<file path="config.mk">
export PLATFORM = sky130hd
export DESIGN_NAME = register_sequencer
export DESIGN_NICKNAME = d
export VERILOG_FILES = /design/src/rtl/ucisc_ctrl_pkg.sv /design/src/rtl/instr_field_decode.sv /design/src/rtl/register_sequencer.sv
export SDC_FILE = /design/constraint.sdc
export NUM_CORES = 1
export LEC_CHECK = 0
export BUFFER_PORTS_ARGS = -buffer_cell sky130_fd_sc_hd__buf_4
export CORE_AREA = 4 4 82 99
export CTS_BUF_LIST = sky130_fd_sc_hd__clkbuf_8
export CTS_CLUSTER_DIAMETER = 40
export DETAILED_ROUTE_END_ITERATION = 10
export DIE_AREA = 0 0 86 103
export GPL_ROUTABILITY_DRIVEN = 0
export PLACE_DENSITY = 0.83
export RECOVER_POWER = 100
export SYNTH_ARGS = -nofsm -noshare
export SYNTH_HDL_FRONTEND = slang
export SYNTH_SLANG_ARGS = --single-unit
</file>
<file path="constraint.sdc">
create_clock -name clock -period 1.55 [get_ports clock]
set_clock_uncertainty 0.2 [all_clocks]
set_input_delay 0.155 -clock clock [delete_from_list [all_inputs] [get_ports clock]]
set_output_delay 0.155 -clock clock [all_outputs]
set_load 0.1 [all_outputs]
</file>
<file path="src/rtl/ucisc_ctrl_pkg.sv">
// Shared types and constants for the uCISC control sequencer.
package ucisc_ctrl_pkg;

    typedef enum logic [2:0] {
        IDLE,
        FETCH,
        SRC_READ,
        EXECUTE,
        WRITE_MEM,
        COMMIT
    } state_t;

    // Instruction field bit positions
    localparam int unsigned IMM_LSB   = 0;
    localparam int unsigned IMM_W     = 7;
    localparam int unsigned SRC_LSB   = 7;
    localparam int unsigned DST_LSB   = 10;
    localparam int unsigned SEL_W     = 3;
    localparam int unsigned INC_BIT   = 13;
    localparam int unsigned DEC_BIT   = 14;
    localparam int unsigned STORE_BIT = 15;

    // Register-block select codes with special meaning
    localparam logic [2:0] SEL_PC    = 3'd0;
    localparam logic [2:0] SEL_FLAGS = 3'd4;

    // Selects 1-3 use r1-r3 as a memory pointer
    function automatic logic is_mem_mode(input logic [2:0] sel);
        return (sel >= 3'd1) && (sel <= 3'd3);
    endfunction

endpackage

</file>
<file path="src/rtl/instr_field_decode.sv">
// Combinational decode of the latched instruction into selects and strobe qualifiers.
module instr_field_decode
    import ucisc_ctrl_pkg::*;
(
    input  logic [15:0] instr,
    output logic [2:0]  src_sel,
    output logic [2:0]  dst_sel,
    output logic [6:0]  imm,
    output logic        dec,
    output logic        src_imm,
    output logic        src_mem,
    output logic        mem_store,
    output logic        store_reg,
    output logic        flag_update,
    output logic        pc_jump,
    output logic        push,
    output logic        post_inc
);

    logic inc;
    logic store;

    // Field extraction and per-instruction strobe qualifiers
    always_comb begin
        src_sel     = instr[SRC_LSB +: SEL_W];
        dst_sel     = instr[DST_LSB +: SEL_W];
        imm         = instr[IMM_LSB +: IMM_W];
        inc         = instr[INC_BIT];
        dec         = instr[DEC_BIT];
        store       = instr[STORE_BIT];
        src_imm     = (src_sel == SEL_FLAGS);
        src_mem     = is_mem_mode(src_sel);
        mem_store   = store && is_mem_mode(dst_sel);
        store_reg   = store && (dst_sel >= 3'd4);
        flag_update = store && (dst_sel != SEL_FLAGS);
        pc_jump     = store && (dst_sel == SEL_PC);
        push        = inc && dec;
        post_inc    = inc && !dec;
    end

endmodule

</file>
<file path="src/rtl/register_sequencer.sv">
// Multi-cycle fetch / source-read / execute / write / commit sequencer for the uCISC core.
module register_sequencer
    import ucisc_ctrl_pkg::*;
#(
    parameter int unsigned WIDTH = 16
)
(
    input  logic             clock,
    input  logic             reset,
    input  logic             run,
    input  logic [WIDTH-1:0] pc,
    output logic             mem_req,
    output logic             mem_we,
    output logic [WIDTH-1:0] mem_addr,
    output logic [WIDTH-1:0] mem_wdata,
    input  logic             mem_ack,
    input  logic [WIDTH-1:0] mem_rdata,
    output logic [2:0]       source_select,
    output logic [2:0]       destination_select,
    output logic             source_immediate,
    output logic [6:0]       immediate,
    output logic             pre_increment,
    output logic             post_increment,
    output logic             decrement,
    output logic             store_value,
    output logic             set_flags,
    output logic [WIDTH-1:0] destination_write,
    input  logic [WIDTH-1:0] source_out,
    input  logic [WIDTH-1:0] destination_out,
    output logic [WIDTH-1:0] operand_value,
    input  logic [WIDTH-1:0] alu_result,
    output logic             pc_advance,
    output logic             pc_load,
    output logic             busy
);

    state_t           state;
    logic [15:0]      instr;
    logic [WIDTH-1:0] operand_reg;
    logic [WIDTH-1:0] result_reg;

    logic [2:0] d_src_sel;
    logic [2:0] d_dst_sel;
    logic [6:0] d_imm;
    logic       d_dec;
    logic       d_src_imm;
    logic       d_src_mem;
    logic       d_mem_store;
    logic       d_store_reg;
    logic       d_flag_update;
    logic       d_pc_jump;
    logic       d_push;
    logic       d_post_inc;

    instr_field_decode u_decode (
        .instr       (instr),
        .src_sel     (d_src_sel),
        .dst_sel     (d_dst_sel),
        .imm         (d_imm),
        .dec         (d_dec),
        .src_imm     (d_src_imm),
        .src_mem     (d_src_mem),
        .mem_store   (d_mem_store),
        .store_reg   (d_store_reg),
        .flag_update (d_flag_update),
        .pc_jump     (d_pc_jump),
        .push        (d_push),
        .post_inc    (d_post_inc)
    );

    // State sequencing and instruction/operand/result latching
    always_ff @(posedge clock) begin
        if (reset) begin
            state       <= IDLE;
            instr       <= '0;
            operand_reg <= '0;
            result_reg  <= '0;
        end else begin
            case (state)
                IDLE: begin
                    if (run) state <= FETCH;
                end
                FETCH: begin
                    if (mem_ack) begin
                        instr <= mem_rdata[15:0];
                        state <= is_mem_mode(mem_rdata[SRC_LSB +: SEL_W]) ? SRC_READ : EXECUTE;
                    end
                end
                SRC_READ: begin
                    if (mem_ack) begin
                        operand_reg <= mem_rdata;
                        state       <= EXECUTE;
                    end
                end
                EXECUTE: begin
                    result_reg <= alu_result;
                    state      <= d_mem_store ? WRITE_MEM : COMMIT;
                end
                WRITE_MEM: begin
                    if (mem_ack) state <= COMMIT;
                end
                COMMIT: begin
                    state <= run ? FETCH : IDLE;
                end
                default: state <= IDLE;
            endcase
        end
    end

    // Outputs decoded from the registered state; the FETCH address must follow
    // the PC updated on the COMMIT edge, so it cannot be pre-registered.
    always_comb begin
        mem_req            = 1'b0;
        mem_we             = 1'b0;
        mem_addr           = '0;
        mem_wdata          = '0;
        source_select      = '0;
        destination_select = '0;
        source_immediate   = 1'b0;
        immediate          = '0;
        pre_increment      = 1'b0;
        post_increment     = 1'b0;
        decrement          = 1'b0;
        store_value        = 1'b0;
        set_flags          = 1'b0;
        destination_write  = '0;
        operand_value      = '0;
        pc_advance         = 1'b0;
        pc_load            = 1'b0;
        busy               = (state != IDLE);

        if (state != IDLE && state != FETCH) begin
            source_select      = d_src_sel;
            destination_select = d_dst_sel;
            source_immediate   = d_src_imm;
            immediate          = d_imm;
            decrement          = d_dec;
        end

        case (state)
            FETCH: begin
                mem_req  = 1'b1;
                mem_addr = pc;
            end
            SRC_READ: begin
                mem_req  = 1'b1;
                mem_addr = source_out;
            end
            EXECUTE: begin
                operand_value = d_src_mem ? operand_reg : source_out;
            end
            WRITE_MEM: begin
                mem_req       = 1'b1;
                mem_we        = 1'b1;
                mem_addr      = destination_out;
                mem_wdata     = result_reg;
                pre_increment = d_push;
            end
            COMMIT: begin
                destination_write = result_reg;
                store_value       = d_store_reg;
                set_flags         = d_flag_update;
                post_increment    = d_post_inc;
                pc_load           = d_pc_jump;
                pc_advance        = !d_pc_jump;
            end
            default: ;
        endcase
    end

endmodule

</file>
==> results_dict.tcl, run 1 <==
set metrics [dict create \
    synth_cell_types 27 \
    ys_ff_latch 51 \
    synthTopCellsByCount "nand2_1 (150), a21oi_1 (69), dfxtp_1 (51)" \
    synth_edf_count 0 \
    endpoint_type "output port" \
    synth-main-ff-cell "dfxtp_1" \
    synth_fp_nets 506 \
    synthTopCellsByArea "dfxtp_1 (36%), nand2_1 (20%), a21oi_1 (12%), and2_1 (4.5%), a22oi_1 (4.3%)" \
    synthAdderAreaFrac 0 \
    grt_max_degree 38 \
    synth_top_family_by_area "simple AND/OR/NAND/NOR gates" \
    synth_top_area_frac 0.363 \
    post_synth_mux_area_share 0 \
    root_buffer "clkbuf_8" \
    numCtsBuffers 5 \
    haltStage "global routing" \
    htree_levels 2 \
    crit_endpoint "mem_addr[12]" \
    synthXorXnorAreaFrac 0 \
    ys_async_sr_fraction 0 \
    synth_compound_area_frac 0.207 \
    place_ws_ps -247 \
    yosys_warnings 0 \
    place_hpwl_mm 8.80 \
    chipHeight_um 103 \
    syn_avg_cell_area_um2 6.66 \
    ios 172 \
    port_buffers 171 \
    seq_area_frac_synth 0.363 \
    synth_cells 422 \
    start_util 0.391 \
    synth_top_area_cell "dfxtp_1" \
    cts_num_sinks 51 \
    tool.error "[ERROR DPL-0038] Utilization greater than 100%, impossible to legalize" \
    fp.dieW_um 86 \
    syn_area_um2 2810 \
    place_area_um2 5190 \
    clk_path_buf_depth 2 \
    status "stopped before the end" \
    rows 34 \
    synth_most_common_cell "nand2_1" \
    synthSimpleGateAreaFrac 0.374 \
]
[metrics by stage]
| stage | instances | hold slack [ps] | setup TNS, ps |
|---|---|---|---|
| 2_1_floorplan | 422 | 74.3 | -16910 |
| 3_3_place_gp | 686 | 200 | -9380 |
| 3_5_place_dp | 686 | 215 | -14040 |
| 4_1_cts | 734 | 57.0 | -33810 |
[timing repair]
action	CTS
buffers inserted	6
pin swaps	6
setup endpoints to repair	137
gates resized for setup	259
cloned	3
endpoints found under the hold margin	49
hold buffers	33
[kinds of logic after synthesis]
| family | Yosys count |
|---|---|
| buffers and inverters | 36 |
| AO/OA/AOI/OAI | 107 |
| AND/OR/NAND/NOR | 228 |
| flip-flops | 51 |
==> run 2, diff against run 1 <==
- CORE_AREA: 4 4 82 99 -> 4 4 92 94
- CTS_BUF_LIST: sky130_fd_sc_hd__clkbuf_8 -> default
- CTS_CLUSTER_DIAMETER: 40 -> default
- DIE_AREA: 0 0 86 103 -> 0 0 96 98
- PLACE_DENSITY: 0.83 -> default
- PLACE_DENSITY_LB_ADDON: default -> 0.15
- clock period: 1.55 -> 2 ns (I/O delays scaled with it)
==> results_dict.tcl, run 2 <==
set metrics [dict create \
    setup_ws_ps -69.0 \
    slew_viol_final 0 \
    start_kind "flip-flop" \
    syn2layout_area_growth_pct 127 \
    reg2reg_depth 9 \
    place_area_um2 4720 \
    drt_iter0_markers 252 \
    fmax_mhz 483 \
    routed-via-count 3940 \
    dp.cells 677 \
    fp.dieW_um 96 \
    cpPeakStageDelay_ps 430 \
    antenna_found_initial 0 \
    synth_fp_nets 506 \
    synth-main-ff-cell "dfxtp_1" \
    worstMarginPinSlew_ps 416 \
    grt_pass1_vias 3766 \
    clk_path_buf_depth 2 \
    start_util 0.368 \
    seq_area_frac_synth 0.363 \
    synthTopCellsByArea "dfxtp_1 (36%), nand2_1 (20%), a21oi_1 (12%), and2_1 (4.5%), a22oi_1 (4.3%)" \
    synth_cells 422 \
    syn_avg_cell_area_um2 6.66 \
    synth_top_area_frac 0.363 \
    grt-ovfl-total 0 \
    failed_checks "setup timing" \
    antenna_cells 0 \
    finalCritPeriodShare 1.03 \
    grt_usage 0.251 \
    ios 172 \
    finish.instance_area_um2 6390 \
    finalWirelength_mm 14.1 \
    cp.arrival_ps 1670 \
    cp-endpoint "post_increment" \
    grt_max_degree 39 \
    fin_nets 716 \
    worstPathRequired_ps 1600 \
    syn_area_um2 2810 \
    rrSetupSlack_ps 70 \
    grt_first_pass_wirelength_mm 18.8 \
    finalSetupViolations 37 \
    chipHeight_um 98 \
    fillers 406 \
    final_common_cell "nand2_1" \
    clk_latency_ps 300 \
    synth_most_common_cell "nand2_1" \
    post_drt_wl_per_cell_um 19.2 \
    synth_edf_count 0 \
    hold_violations 0 \
    ys_async_sr_fraction 0 \
    numCtsBuffers 5 \
    p_leak_uw 0.00258 \
    crit_path_start "state[2]" \
    rsz0062_at_grt "true" \
    synth_top_area_cell "dfxtp_1" \
    port_buffers 171 \
    status "finished with violations" \
    root_buffer "clkbuf_8" \
    synthTopCellsByCount "nand2_1 (150), a21oi_1 (69), dfxtp_1 (51)" \
    timing.rr.start "state[1]" \
    cts_num_sinks 51 \
    p_per_area_nw_per_um2 874 \
    slew-limit-headroom 0.723 \
    design.die.area_um2 9410 \
    hold_path.class "input port to flip-flop" \
    htree_levels 2 \
    min_period_ps 2070 \
    drive_gt1_frac 0.506 \
    ir_drop_uv 491 \
    path_cells "buf_4 > nand2_1 > nor3b_4 > buf_12" \
    worst-setup-path-type "flip-flop to output port" \
    route.detailed.drc 0 \
    path_clk_slew_ps 100 \
    synth_cell_types 27 \
    dr.pass1.iters 7 \
    cp_max_fo 20 \
    worst_path_max_delay_cell "dfxtp_4" \
    stdcell_count 734 \
    ys_ff_latch 51 \
    viasPerCell 5.37 \
    end_kind "output port" \
    r2r_end "instr[14]" \
    place_hpwl_mm 7.98 \
    ant_nets 0 \
    yosys_warnings 0 \
    cap_violations 0 \
    rows 32 \
    layout_common_cells "nand2_1 (132), buf_4 (105), buf_12 (56)" \
    cts_tree "done" \
    core_area_um2 7650 \
]
==> run 2: cell counts after synthesis <==
Identical to the previous run, type by type.
==> run 2: timing repair <==
action / 4_1_cts / 5_1_grt
endpoints found under the setup margin: 74 / 92
hold buffers: 33 / 0
cloned: 2 / 4
pin swaps: 1 / 9
buffers inserted: 7 / 4
hold endpoints to repair: 47 / 0
gates resized for setup: 144 / 118
==> run 2: final cells by class <==
type / instances / area (um2) / share of cell area
clock buffer: 6 / 72.6 / 0.0114
clock inverter: 1 / 30.0 / 0.00470
inverter: 1 / 3.75 / 0.000588
multi-input combinational: 336 / 2270 / 0.355
sequential: 51 / 1030 / 0.162
tap: 102 / 128 / 0.0200
timing repair buffer: 237 / 2850 / 0.446
==> run 2: stage by stage <==
step / hold WS (ps) / TNS [ps] / util / worst slack, ps / power [uW]
after global routing: 124 / -3150 / 0.835 / -118 / 5780
after CTS: 101 / -170 / 0.758 / -22.3 / 5220
after floorplan: 119 / -6750 / - / -506 / 3250
final: 114 / -785 / 0.835 / -69.0 / 5580
after global placement: 240 / 0 / 0.617 / 126 / 3890
after detailed placement: 247 / 0 / 0.617 / 41.7 / 3920
==> run 2: metal layers <==
layer  global-route usage  part of all wire  vias to the layer above
met5                    0                 0                        -
met1                0.300              0.37                     1857
met3               0.0562             0.082                       45
li1                     -                 -                     1824
met4               0.0744             0.038                        0
met2                0.441              0.51                      214
==> run 2: logic make-up (layout without fill, tap and decap cells) <==
| group | after synthesis | after routing | share of synthesized area |
|---|---|---|---|
| AO/OA/AOI/OAI | 107 | 107 | 0.207 |
| AND/OR/NAND/NOR | 228 | 229 | 0.374 |
| flip-flops | 51 | 51 | 0.363 |
| buffers and inverters | 36 | 245 | 0.0561 |
==> run 2: worst min path at each step <==
stage,from,to,depth (start not counted)
after global routing,reset,state[2],2
after CTS,reset,state[2],2
after global placement,instr[6],instr[6],2
after floorplan,mem_ack,state[0],1
after detailed placement,instr[3],instr[3],2
final,reset,state[2],2
==> run 2: report_power, final <==
part	switching, uW	internal, uW
clock	324	367
combinational	2300	1390
sequential	93.2	1110
total	2720	2860
==> run 2: critical path, delay by kind of cell (launching register included) <==
family / cells / cell delay [ps]
simple gates: 2 / 450
flops: 1 / 430
buf+inv: 2 / 470
Power figures use the tool's default switching activity.
